==> src/rtl/uart_tx_arbiter_if.sv <==
// Request/transmit bundle between the message sources, the TX arbiter and
// the UART TX FIFO write side.
interface uart_tx_arbiter_if #(
    parameter int NUM_REQ   = 4,
    parameter int DATA_BITS = 8
);
    // A byte of requester i moves when ReqValid[i] and ReqReady[i] are both
    // high at a SysClk edge; TxWrite is that same event seen from the FIFO.
    logic [NUM_REQ-1:0]           ReqValid;
    logic [NUM_REQ*DATA_BITS-1:0] ReqData;
    logic [NUM_REQ-1:0]           ReqLast;
    logic [NUM_REQ-1:0]           ReqReady;
    logic [DATA_BITS-1:0]         TxData;
    logic                         TxWrite;
    logic                         TxFull;
    logic [NUM_REQ-1:0]           Grant;
    logic                         Busy;
    logic                         BurstCut;

    modport master (
        output ReqValid, ReqData, ReqLast, TxFull,
        input  ReqReady, TxData, TxWrite, Grant, Busy, BurstCut
    );

    modport slave (
        input  ReqValid, ReqData, ReqLast, TxFull,
        output ReqReady, TxData, TxWrite, Grant, Busy, BurstCut
    );
endinterface

==> src/rtl/uart_tx_arbiter.sv <==
// Round-robin arbiter sharing the UART TX FIFO write port among NUM_REQ
// message sources; a grant lasts one message or at most MAX_BURST bytes.
module uart_tx_arbiter #(
    parameter int NUM_REQ   = 4,
    parameter int DATA_BITS = 8,
    parameter int MAX_BURST = 16
) (
    input  logic SysClk,
    input  logic Rst,
    uart_tx_arbiter_if.slave bus
);
    localparam int IDX_W = $clog2(NUM_REQ);
    localparam int CNT_W = $clog2(MAX_BURST + 1);

    typedef enum logic {
        IDLE  = 1'b0,
        GRANT = 1'b1
    } state_t;

    state_t             state_q, state_d;
    logic [NUM_REQ-1:0] grant_q, grant_d;
    logic [IDX_W-1:0]   owner_q, owner_d;
    logic [IDX_W-1:0]   last_owner_q, last_owner_d;
    logic [CNT_W-1:0]   cnt_q, cnt_d;
    logic               burst_cut_q, burst_cut_d;

    logic               pick_found;
    logic [IDX_W-1:0]   pick_idx;
    logic               owner_valid;
    logic               owner_last;
    logic [DATA_BITS-1:0] owner_data;
    logic               xfer;
    logic               at_limit;

    always_ff @(posedge SysClk) begin
        if (!Rst) begin
            state_q      <= IDLE;
            grant_q      <= '0;
            owner_q      <= '0;
            last_owner_q <= IDX_W'(NUM_REQ - 1);
            cnt_q        <= '0;
            burst_cut_q  <= 1'b0;
        end else begin
            state_q      <= state_d;
            grant_q      <= grant_d;
            owner_q      <= owner_d;
            last_owner_q <= last_owner_d;
            cnt_q        <= cnt_d;
            burst_cut_q  <= burst_cut_d;
        end
    end

    // Search starts just after the previous owner so every source gets a turn.
    always_comb begin
        int cand;
        pick_found = 1'b0;
        pick_idx   = '0;
        for (int k = 1; k <= NUM_REQ; k++) begin
            cand = (int'(last_owner_q) + k) % NUM_REQ;
            if (!pick_found && bus.ReqValid[IDX_W'(cand)]) begin
                pick_found = 1'b1;
                pick_idx   = IDX_W'(cand);
            end
        end
    end

    always_comb begin
        owner_valid = bus.ReqValid[owner_q];
        owner_last  = bus.ReqLast[owner_q];
        owner_data  = '0;
        for (int i = 0; i < NUM_REQ; i++) begin
            if (owner_q == IDX_W'(i)) begin
                owner_data = bus.ReqData[i*DATA_BITS +: DATA_BITS];
            end
        end
    end

    assign xfer     = (state_q == GRANT) && owner_valid && !bus.TxFull;
    assign at_limit = (cnt_q == CNT_W'(MAX_BURST - 1));

    always_comb begin
        state_d      = state_q;
        grant_d      = grant_q;
        owner_d      = owner_q;
        last_owner_d = last_owner_q;
        cnt_d        = cnt_q;
        burst_cut_d  = 1'b0;
        case (state_q)
            IDLE: begin
                if (pick_found) begin
                    state_d           = GRANT;
                    owner_d           = pick_idx;
                    grant_d           = '0;
                    grant_d[pick_idx] = 1'b1;
                    cnt_d             = '0;
                end
            end
            GRANT: begin
                if (xfer) begin
                    // A message end on the last allowed byte is an ordinary release.
                    if (owner_last || at_limit) begin
                        state_d      = IDLE;
                        grant_d      = '0;
                        last_owner_d = owner_q;
                        cnt_d        = '0;
                        burst_cut_d  = !owner_last;
                    end else begin
                        cnt_d = cnt_q + CNT_W'(1);
                    end
                end
            end
            default: begin
                state_d = IDLE;
                grant_d = '0;
            end
        endcase
    end

    always_comb begin
        bus.ReqReady = '0;
        bus.TxWrite  = 1'b0;
        bus.TxData   = '0;
        if (Rst && (state_q == GRANT)) begin
            bus.ReqReady[owner_q] = owner_valid && !bus.TxFull;
            bus.TxWrite           = owner_valid && !bus.TxFull;
            bus.TxData            = owner_data;
        end
        bus.Grant    = grant_q;
        bus.Busy     = (state_q == GRANT);
        bus.BurstCut = burst_cut_q;
    end
endmodule
==> src/flat_wrapper.sv <==
// flat-port wrapper written by rule: the top's interface ports become plain ports
module uart_tx_arbiter_flat 
#(
    parameter int NUM_REQ   = 4,
    parameter int DATA_BITS = 8,
    parameter int MAX_BURST = 16
)
  (SysClk, Rst, bus_ReqValid, bus_ReqData, bus_ReqLast, bus_TxFull, bus_ReqReady, bus_TxData, bus_TxWrite, bus_Grant, bus_Busy, bus_BurstCut);
  uart_tx_arbiter_if #(.NUM_REQ(NUM_REQ), .DATA_BITS(DATA_BITS)) bus_i ();
  input  logic SysClk;
  input  logic Rst;
  input wire logic [$bits(bus_i.ReqValid)-1:0] bus_ReqValid;
  input wire logic [$bits(bus_i.ReqData)-1:0] bus_ReqData;
  input wire logic [$bits(bus_i.ReqLast)-1:0] bus_ReqLast;
  input wire logic [$bits(bus_i.TxFull)-1:0] bus_TxFull;
  output wire logic [$bits(bus_i.ReqReady)-1:0] bus_ReqReady;
  output wire logic [$bits(bus_i.TxData)-1:0] bus_TxData;
  output wire logic [$bits(bus_i.TxWrite)-1:0] bus_TxWrite;
  output wire logic [$bits(bus_i.Grant)-1:0] bus_Grant;
  output wire logic [$bits(bus_i.Busy)-1:0] bus_Busy;
  output wire logic [$bits(bus_i.BurstCut)-1:0] bus_BurstCut;
  assign bus_i.ReqValid = bus_ReqValid;
  assign bus_i.ReqData = bus_ReqData;
  assign bus_i.ReqLast = bus_ReqLast;
  assign bus_i.TxFull = bus_TxFull;
  assign bus_ReqReady = bus_i.ReqReady;
  assign bus_TxData = bus_i.TxData;
  assign bus_TxWrite = bus_i.TxWrite;
  assign bus_Grant = bus_i.Grant;
  assign bus_Busy = bus_i.Busy;
  assign bus_BurstCut = bus_i.BurstCut;
  uart_tx_arbiter #(.NUM_REQ(NUM_REQ), .DATA_BITS(DATA_BITS), .MAX_BURST(MAX_BURST)) u_core (.SysClk(SysClk), .Rst(Rst), .bus(bus_i));
endmodule
==> config.mk <==
export PLATFORM = sky130hd
export DESIGN_NAME = uart_tx_arbiter_flat
export DESIGN_NICKNAME = d
export VERILOG_FILES = /design/src/rtl/uart_tx_arbiter_if.sv /design/src/rtl/uart_tx_arbiter.sv /design/src/flat_wrapper.sv
export SDC_FILE = /design/constraint.sdc
export NUM_CORES = 1
export LEC_CHECK = 0
export ABC_AREA = 1
export CORE_MARGIN = 3
export CORE_UTILIZATION = 41
export DETAILED_ROUTE_END_ITERATION = 10
export GPL_TIMING_DRIVEN = 1
export HOLD_SLACK_MARGIN = 0.15
export PLACE_DENSITY = 0.8
export SYNTH_ARGS = -nofsm -noshare
export SYNTH_HDL_FRONTEND = slang
export SYNTH_SLANG_ARGS = --single-unit
==> constraint.sdc <==
create_clock -name SysClk -period 2.01 [get_ports SysClk]
set_clock_uncertainty 0.2 [all_clocks]
set_input_delay 0.402 -clock SysClk [delete_from_list [all_inputs] [get_ports SysClk]]
set_output_delay 0.402 -clock SysClk [all_outputs]
set_load 0.1 [all_outputs]
==> results.toml <==
[run_status]
outcome = "complete, but fails checks"
violations = "setup timing"

[synthesis]
synthCells = 214
synth_commonest_cells = "nand2_1, nor2_1, inv_1, dfxtp_1, a21oi_1"
synth_area_leaders = "dfxtp_1, nand2_1, nor2_1, nand2_4, inv_1"
synth-seq-cells = 15
synthArstFlopShare = 0
synth_top_area_cell = "dfxtp_1"
ys_types = 30
yosysSeqAreaShare = 0.2275
ys.warnings.count = 0
syn_area_um2 = 1320
synth_top_area_frac = 0.2275
yosysMostFrequentCell = "nand2_1"
synth-edff-count = 0
synth.avg_cell_area_um2 = 6.168
synth_fp_nets = 259
ys.flop_type = "dfxtp_1"

[sta]
slew_headroom = 0.7556
tightest_slew_ns = 0.3627
fin_crit_sh = 1.173
finalHoldViolCount = 0
finalSetupViolations = 13
holdWs_ns = 0.3169
slew_violations = 0
fmax_ghz = 0.4243
rsz0062_at_grt = "yes"
fin_ws_ns = -0.3470
finalCriticalPeriod_ns = 2.357

[placement]
post-dp-hpwl_mm = 4.083
finalWeightedCongestion = 0.8875
post_dp_cell_area_um2 = 2539
port_buffers = 61

[clock_network]
clock_latency_ns = 0.29
htree_num_levels = 1
cts_buffers = 3
cts_tree = "built"
clockRootBuffer = "clkbuf_4"
clk_transition_reported_paths_ns = 0.09
clockBufferDepth = 2
cts.sinks = 15

[drt]
routedWlPerCell_um = 20.52
drc_errors = 0
drt-pass1-iter-count = 5
ant_nets = 0
drt_iter0_drc = 182
wl_mm = 7.160
vias_per_cell = 5.854
vias = 2043

[setup_path]
criticalPathCategory = "register to primary output"
crit_arrival_ns = 1.75
crit_slowest_cell = "dfxtp_4"
required_ns = 1.41
endpoint_kind = "primary output"
cp_common_cell = "nor2_4"
reg2reg_depth = 10
start_kind = "register"
critPathMaxFanout = 6
cpPeakStageDelay_ns = 0.36
crit_chain = "buf_12 > nor2_4 > nand2_2 > nand2_2 > nor2_4 > nor2_4 > nand2_4 > buf_12 > nor2_4 > buf_12"

[pwr]
power_density_nw_per_um2 = 681.2
p_leak_nw = 1.212
ir_worst_vdd_mv = 0.5964

[global_routing]
use_met2 = 0.6192
grt_first_pass_wirelength_mm = 10.49
grt_overflow = 0
busiest_layer = "met2"
grt_max_degree = 11
use_met1 = 0.3712
grt_pass1_vias = 1974
grtUsageTotal = 0.3390
antenna_found_initial = 0
globalRouteMet3Util = 0.08993

[final_layout]
drive_gt1_frac = 0.4039
fillCellCount = 83
seqCellArea_um2 = 312.8
stdcell_area_um2 = 2744
final_util = 0.9461
n_antenna_cell = 0
multi_input_area_um2 = 1134
layout.nets = 353
areaGrowthSynthToFinish_pct = 107.9

[floorplan]
boundaryPins = 62
die_area_um2 = 3936
rows = 19
start_util = 0.4551
die_y_um = 62.74
fp.dieW_um = 62.74
fp.coreArea_um2 = 2900

[worst_hold_path]
hold_path_depth = 2
hold_path_class = "register to register"

[flow_run]
drv_cap = 0
## what timing repair did
action / CTS / global route
gates resized for setup: 27 / 18
pin swaps: 11 / 8
cloned: 0 / 0
setup endpoints to repair: 13 / 24
buffers inserted: 5 / 2
hold buffers: 0 / 0
## cell families (layout without fill, tap and decap cells)
logic type,Yosys count,count (layout),share of synthesized area
flops,15,15,0.2275
fa+ha+maj,2,2,0.01895
buf+inv,29,122,0.09479
simple gates,130,130,0.4720
xor+xnor,2,2,0.01327
compound gates,36,36,0.1735
## path summary, 6_finish.rpt
check	endpoint	start	slack (ns)
worst min register to register	u_core.bus.Grant[2]$_SDFFE_PN0P_	u_core.bus.Grant[2]$_SDFFE_PN0P_	0.32
worst max-delay path	bus_ReqReady[2]	u_core.owner_q[1]$_SDFFE_PN0P_	-0.35
worst max register to register	u_core.bus.Grant[3]$_SDFFE_PN0P_	u_core.cnt_q[0]$_SDFFE_PN0P_	0.04
worst min-delay path	u_core.bus.Grant[2]$_SDFFE_PN0P_	u_core.bus.Grant[2]$_SDFFE_PN0P_	0.32
## metal layers
layer  vias to the layer above  wire length [µm]
li1                        887                 -
met1                       936              2545
met2                       176              3491
met3                        44               737
met4                         0               385
met5                         -                 0
## sequential cells by signal, indices dropped and copies added, names as in the netlist
signal,cells
u_core.cnt_q,5
u_core.bus.Grant,4
u_core.last_owner_q,2
u_core.owner_q,2
u_core.bus.BurstCut,1
u_core.bus.Busy,1
## metrics by stage
stage	setup slack, ns	std cells	power (mW)	setup TNS [ns]
3_3_place_gp	-0.3735	338	1.467	-5.334
4_1_cts	-0.2821	347	1.726	-2.788
5_1_grt	-0.3861	349	1.933	-4.793
6_report	-0.3470	349	1.869	-3.780
3_5_place_dp	-0.4041	338	1.493	-6.132
2_1_floorplan	-0.3351	214	1.050	-1.573
## cells in the final DEF, fill, tap and decap left out, drive strengths merged
cell           synthesis  routed
clkbuf                 0       4
and3                   1       1
xnor2                  1       1
a221o                  5       5
ha                     2       2
nor2                  31      31
nand2                 79      79
nand4                  2       2
o211ai                 2       2
clkdlybuf4s50          0      37
nor3                   4       4
dlygate4sd2            0       5
nand3                 13      13
dfxtp                 15      15
o21a                   1       1
o22ai                  1       1
o21ai                 12      12
a21oi                 14      14
inv                   25      24
o221ai                 1       1
clkinvlp               0       1
xor2                   1       1
buf                    4      51
## cell type report
cell class | count | area share
Inverter | 25 | 0.04195
Clock buffer | 4 | 0.009576
Multi-Input combinational cell | 170 | 0.4131
Sequential cell | 15 | 0.1140
Tap cell | 42 | 0.01915
Timing Repair Buffer | 93 | 0.4022
## worst max-delay path, delay by kind of cell, from the launching register on
family | cells | cell delay, ns
flops | 1 | 0.36
simple gates | 7 | 0.64
buf+inv | 3 | 0.46
## report_power, final
group / total (mW) / leakage [nW] / internal [mW] / switching (mW)
Sequential: 0.381 / 0.124 / 0.331 / 0.0499
Clock: 0.177 / 0.0150 / 0.0772 / 0.0995
Combinational: 1.31 / 1.07 / 0.527 / 0.785
Power figures use the tool's default switching activity.
